--- src/rtl/pcs_pkg.sv ---
// pcs_pkg: shared widths, reset value and PC type for the PC sequencer.
// Optional feature in pc_sequencer: define PCS_RA_OUT_EN to expose the RA register.
package pcs_pkg;
   localparam int PC_WIDTH = 16;
   typedef logic [PC_WIDTH-1:0] pc_t;
   localparam pc_t RESET_PC = 16'h0000;
endpackage

--- src/rtl/adder_16_bit.sv ---
// adder_16_bit: generic A+B adder, carry-out discarded.
module adder_16_bit import pcs_pkg::*; #(
   parameter int WIDTH = PC_WIDTH
) (
   input  logic [WIDTH-1:0] A,
   input  logic [WIDTH-1:0] B,
   output logic [WIDTH-1:0] R
);
   assign R = A + B;
endmodule

--- src/rtl/mux_1_bit.sv ---
// mux_1_bit: 2:1 mux with a 1-bit select, R = S ? B : A.
module mux_1_bit import pcs_pkg::*; #(
   parameter int WIDTH = PC_WIDTH
) (
   input  logic [WIDTH-1:0] A,
   input  logic [WIDTH-1:0] B,
   input  logic             S,
   output logic [WIDTH-1:0] R
);
   assign R = S ? B : A;
endmodule

--- src/rtl/pc_sequencer.sv ---
// pc_sequencer: PC and return-address registers with PC+1 / immediate / RA next-PC selection.
// Define PCS_RA_OUT_EN to add the RA debug/forwarding output port.
module pc_sequencer import pcs_pkg::*; #(
   parameter int               WIDTH    = PC_WIDTH,
   parameter logic [WIDTH-1:0] RESET_PC = pcs_pkg::RESET_PC
) (
   input  logic             clk,
   input  logic             rst_n,
   input  logic             writePC,
   input  logic             writeRA,
   input  logic             PCsrc,
   input  logic             ImRPC,
   input  logic             conditionalBop,
   input  logic [WIDTH-1:0] ImR,
`ifdef PCS_RA_OUT_EN
   output logic [WIDTH-1:0] RA,
`endif
   output logic [WIDTH-1:0] PC,
   output logic [WIDTH-1:0] PC_1
);
   logic [WIDTH-1:0] pc_q, pc_d, ra_q, ra_d, imm_pc, next_pc;

   adder_16_bit #(.WIDTH(WIDTH)) u_add (.A(pc_q), .B(WIDTH'(1)), .R(PC_1));

   // Immediate target wins over the increment for jumps and taken branches.
   mux_1_bit #(.WIDTH(WIDTH)) u_mux_imm (.A(PC_1), .B(ImR), .S(ImRPC | conditionalBop), .R(imm_pc));

   // Return to RA overrides everything else.
   mux_1_bit #(.WIDTH(WIDTH)) u_mux_ret (.A(imm_pc), .B(ra_q), .S(PCsrc), .R(next_pc));

   // Registers hold unless their write enable is asserted.
   always_comb begin
      pc_d = writePC ? next_pc : pc_q;
      ra_d = writeRA ? PC_1 : ra_q;
   end

   // Both registers sample pre-edge values, so a call/return swap is well defined.
   always_ff @(posedge clk or negedge rst_n) begin
      if (!rst_n) begin
         pc_q <= RESET_PC;
         ra_q <= '0;
      end else begin
         pc_q <= pc_d;
         ra_q <= ra_d;
      end
   end

   assign PC = pc_q;
`ifdef PCS_RA_OUT_EN
   assign RA = ra_q;
`endif
endmodule

--- config.mk ---
export PLATFORM = sky130hd
export DESIGN_NAME = pc_sequencer
export DESIGN_NICKNAME = d
export VERILOG_FILES = /design/src/rtl/pcs_pkg.sv /design/src/rtl/adder_16_bit.sv /design/src/rtl/mux_1_bit.sv /design/src/rtl/pc_sequencer.sv
export SDC_FILE = /design/constraint.sdc
export NUM_CORES = 1
export LEC_CHECK = 0
export CAP_MARGIN = 20
export CORE_AREA = 3 3 79 81
export CTS_CLUSTER_SIZE = 12
export DETAILED_ROUTE_END_ITERATION = 10
export DIE_AREA = 0 0 82 84
export GPL_ROUTABILITY_DRIVEN = 1
export SLEW_MARGIN = 30
export SYNTH_ARGS = -nofsm -noshare
export SYNTH_HDL_FRONTEND = slang
export SYNTH_SLANG_ARGS = --single-unit
--- constraint.sdc ---
create_clock -name clk -period 3.35 [get_ports clk]
set_input_delay 0.67 -clock clk [delete_from_list [all_inputs] [get_ports clk]]
set_output_delay 0.67 -clock clk [all_outputs]
set_load 0.02 [all_outputs]
; Word-level counts from Yosys, hierarchy flattened
; Cells that the tools add are included.
[classes]
bitwise_logic = 1
add_sub_neg = 1
n_mux = 2
[op_table]
columns = op, n
row1 = $mux 16, 2
row2 = $add 16x1->16 const B, 1
row3 = $or 1x1->1, 1
[word_totals]
inputBits = 23
wordCells = 6
out_inout_bits = 32
register_bits = 32

; Depth between registers and ports, before layout
[depth]
depth_word = 3
ltp_mapped = 5
mapped_depth_nobuf = 5

; By module
; A second synthesis with hierarchy kept.
[hier_totals]
cells_unflattened = 214
area_unflattened_um2 = 2663.8
[modules_own_cells]
columns = module, area_each_um2, cells_per_inst, instances
row1 = pc_sequencer, 1312.5, 71, 1
row2 = adder_16_bit, 853.3, 107, 1
row3 = mux_1_bit, 249.0, 18, 2

; Worst setup path after synthesis
; OpenSTA, ideal clock, no wires.
[synth_timing]
path_kind = reg2out
startpoint = register pc_q[0], in the netlist PC[0]
endpoint = output PC_1[10]
arrival_ps = 1680
slack_ps = 1000
stages_incl_launch_ff = 5
n_path_buf = 0
cell_sequence = dfrtp_1 > ha_1 > nand3_1 > nor3_1 > xor2_1
[synth_via]
elab_chain_len = 1
[synth_lines]
columns = item, line
row1 = from (decl), pc_sequencer.sv:21  ; logic [WIDTH-1:0] pc_q, pc_d, ra_q, ra_d, imm_pc, next_pc;
row2 = from (signal assigned), pc_sequencer.sv:43  ; pc_q <= pc_d;
row3 = $add 16x1->16, adder_16_bit.sv:9  ; assign R = A + B;
row4 = to (decl), pc_sequencer.sv:19  ; output logic [WIDTH-1:0] PC_1
; No other way between the ends.

; Worst setup path in the final report
; Same ends and word-level chain as after synthesis.

==> impl_metrics.ini <==
[outcome]
run_status = completed

[run]
drv_cap = 0

[detailed_routing]
via_per_inst = 5.21
wl_mm = 5.13
drtIter0Drc = 111
drc_errors = 0
routedWlPerCell_um = 15.4
vias = 1729
antenna_left = 0
drtPass1Iterations = 4

[power_and_ir_drop]
clockPowerShare = 0.224
peakVddDrop_uv = 328
p_leak_nw = 1.09
switching_share = 0.358
internal_power_mw = 0.938
p_sw_mw = 0.523
pwr-share-seq = 0.384
power.density_nw_per_um2 = 553
pwr-share-comb = 0.393

[setup_path]
required_ps = 2680
worst_path_largest_cell_delay_ps = 630
reg2reg_from = PC[0]
worstSetupPathType = reg -> out
timing.rr.end = ra_q[10]
crit_arrival_ps = 2440
reg2reg_slack_ps = 1510
crit_path_end_kind = primary output
ff2ff_path_depth = 5
cp-start-kind = register
crit_buf_inv = 1
cp_max_fo = 7
worstPathCellList = ha_1 > nand3_1 > nor3_1 > xor2_1 > clkdlybuf4s50_1
crit_family = buffers and inverters
worst_path_max_delay_cell = clkdlybuf4s50_1

[synthesis]
synth-async-reset-ratio = 1.00
yosysSeqAreaShare = 0.417
synth_cell_types = 40
ys.flop_type = dfrtp_1
avgSynthCellArea_sq_um = 9.33
syn-num-nets = 230
synth_edf_count = 0
ys_ff_latch = 32
synthCells = 206
ys_warn_count = 0
syn-cell-area_sq_um = 1920

[grt]
antenna_found_initial = 0
grt_max_degree = 33
grtUsageTotal = 0.156
grt_pass1_vias = 1711
grt-ovfl-total = 0
grt_pass1_wl_mm = 8.50

[sta]
drv_slew = 0
finalSetupTns_ps = 0
rsz0062_at_grt = false
hold_violations = 0
finalWorstSetupSlack_ps = 242
post-route-period-util = 0.928
max_freq_mhz = 322
finalSetupViolations = 0
finClkSkew_ps = 4.35
min_period_ps = 3110
worst_slew_pin_slew_ps = 765
slew_headroom = 0.488

[finish]
nets = 284
drive_gt1_frac = 0.127
antenna_cells = 0
area_growth_pct = 37.4

[die]
dieWidth_um = 82
dieArea_sq_um = 6890
chipHeight_um = 84
ios = 55
start_util = 0.347
core_sq_um = 5540
std_cell_rows = 27

[clock_tree]
insertion_delay_ps = 280
cts_tree = done
clockBufferDepth = 2
post_cts_resized = 0
cts_hold_buf = 0
clkSlewWorstSetupHoldPaths_ps = 70
post-cts-setup-buffers = 0
clock-sinks = 32
cts-root-buf = clkbuf_8
htree_levels = 2
cts_buffers = 5

[worst_hold_path]
hold_path.startpoint = ra_q[1]
min_path_cells = 1
hold_path_end = ra_q[1]
hold_path_class = reg -> reg

[placement]
hpwl_mm = 3.57
preCtsSetupSlack_ps = 520
port_buffers = 54
gp_congestion = 0.724
## stage by stage
stage	hold WS (ps)	power [mW]	instances	util	instance area [sq um]
2_1_floorplan	374	0.884	206	-	1920
3_3_place_gp	490	1.14	325	0.459	2540
3_5_place_dp	496	1.15	325	0.459	2540
4_1_cts	512	1.48	332	0.477	2640
6_report	507	1.46	332	0.477	2640
5_1_grt	534	1.56	332	0.477	2640
## worst reg2reg max path: stages (launching register included)
cell and delay [ps]:
dfrtp_1 440, ha_1 260, nand3_1 230, nor3_1 360, xor2_1 140, mux2_2 280
## placed cells by master, fill, tap and decap left out, types with 7 or more instances in the layout
cell,instances
a31oi_1,9
clkbuf_8,7
clkdlybuf4s50_1,54
dfrtp_1,32
inv_1,7
mux2_2,11
nand2_1,18
nor2_1,28
o21ai_0,13
xor2_1,9
## power groups by stage
stage	clock (mW)	combinational [mW]	sequential, mW
2_1_floorplan	0	0.297	0.587
4_1_cts	0.336	0.582	0.560
6_report	0.327	0.574	0.560
3_5_place_dp	0	0.578	0.568
3_3_place_gp	0	0.580	0.564
5_1_grt	0.355	0.627	0.577
## flip-flops by register name (all words and copies together), names as in the netlist
name / cells
PC: 16
ra_q: 16
## how the worst max path moves through the flow
stage | from | to | slack (ps) | cells after the start
after floorplan | PC[0] | PC_1[10] | 1000 | 4
after global placement | PC[0] | PC_1[10] | 600 | 5
after detailed placement | PC[0] | PC_1[10] | 520 | 5
after CTS | PC[0] | PC_1[10] | 210 | 5
after global routing | PC[0] | PC_1[10] | 80 | 5
final | PC[0] | PC_1[10] | 240 | 5
## layer usage
metal,track usage,vias to the layer above,share of wire
li1,-,851,-
met5,0,-,0
met1,0.222,817,0.47
met4,0.0363,0,0.0074
met3,0.0518,5,0.087
met2,0.228,56,0.44
## final cells by class
cell class	count	area, sq um
well taps	72	90.1
flip-flops and latches	32	801
fillers	547	2900
inverters	7	26.3
repair buffers	60	586
multi-input cells	154	1040
clock buffers	7	96.3
## logic make-up (layout without fill, tap and decap cells)
logic type / Yosys count / in the layout / share of synthesized area
AO/OA/AOI/OAI: 53 / 53 / 0.193
adder cells (fa/ha/maj): 1 / 1 / 0.00651
AND/OR/NAND/NOR: 76 / 76 / 0.217
flip-flops: 32 / 32 / 0.417
multiplexers: 13 / 13 / 0.0749
XOR/XNOR: 11 / 11 / 0.0501
buffers and inverters: 20 / 74 / 0.0410
## cell usage after synthesis, types with 3 or more instances
cell type,count,share of area
dfrtp_1,32,0.42
nor2_1,28,0.055
nand2_1,18,0.035
o21ai_0,13,0.034
mux2_2,11,0.064
a31oi_1,9,0.029
xor2_1,9,0.041
clkbuf_1,7,0.014
inv_1,7,0.014
a21oi_1,6,0.016
nor3b_1,6,0.023
a221o_1,5,0.026
a22o_1,5,0.023
nand3_1,5,0.013
a211o_1,3,0.014
buf_1,3,0.0059
nand4_1,3,0.0098
or3_1,3,0.0098
(Power assumes the default switching activity.)
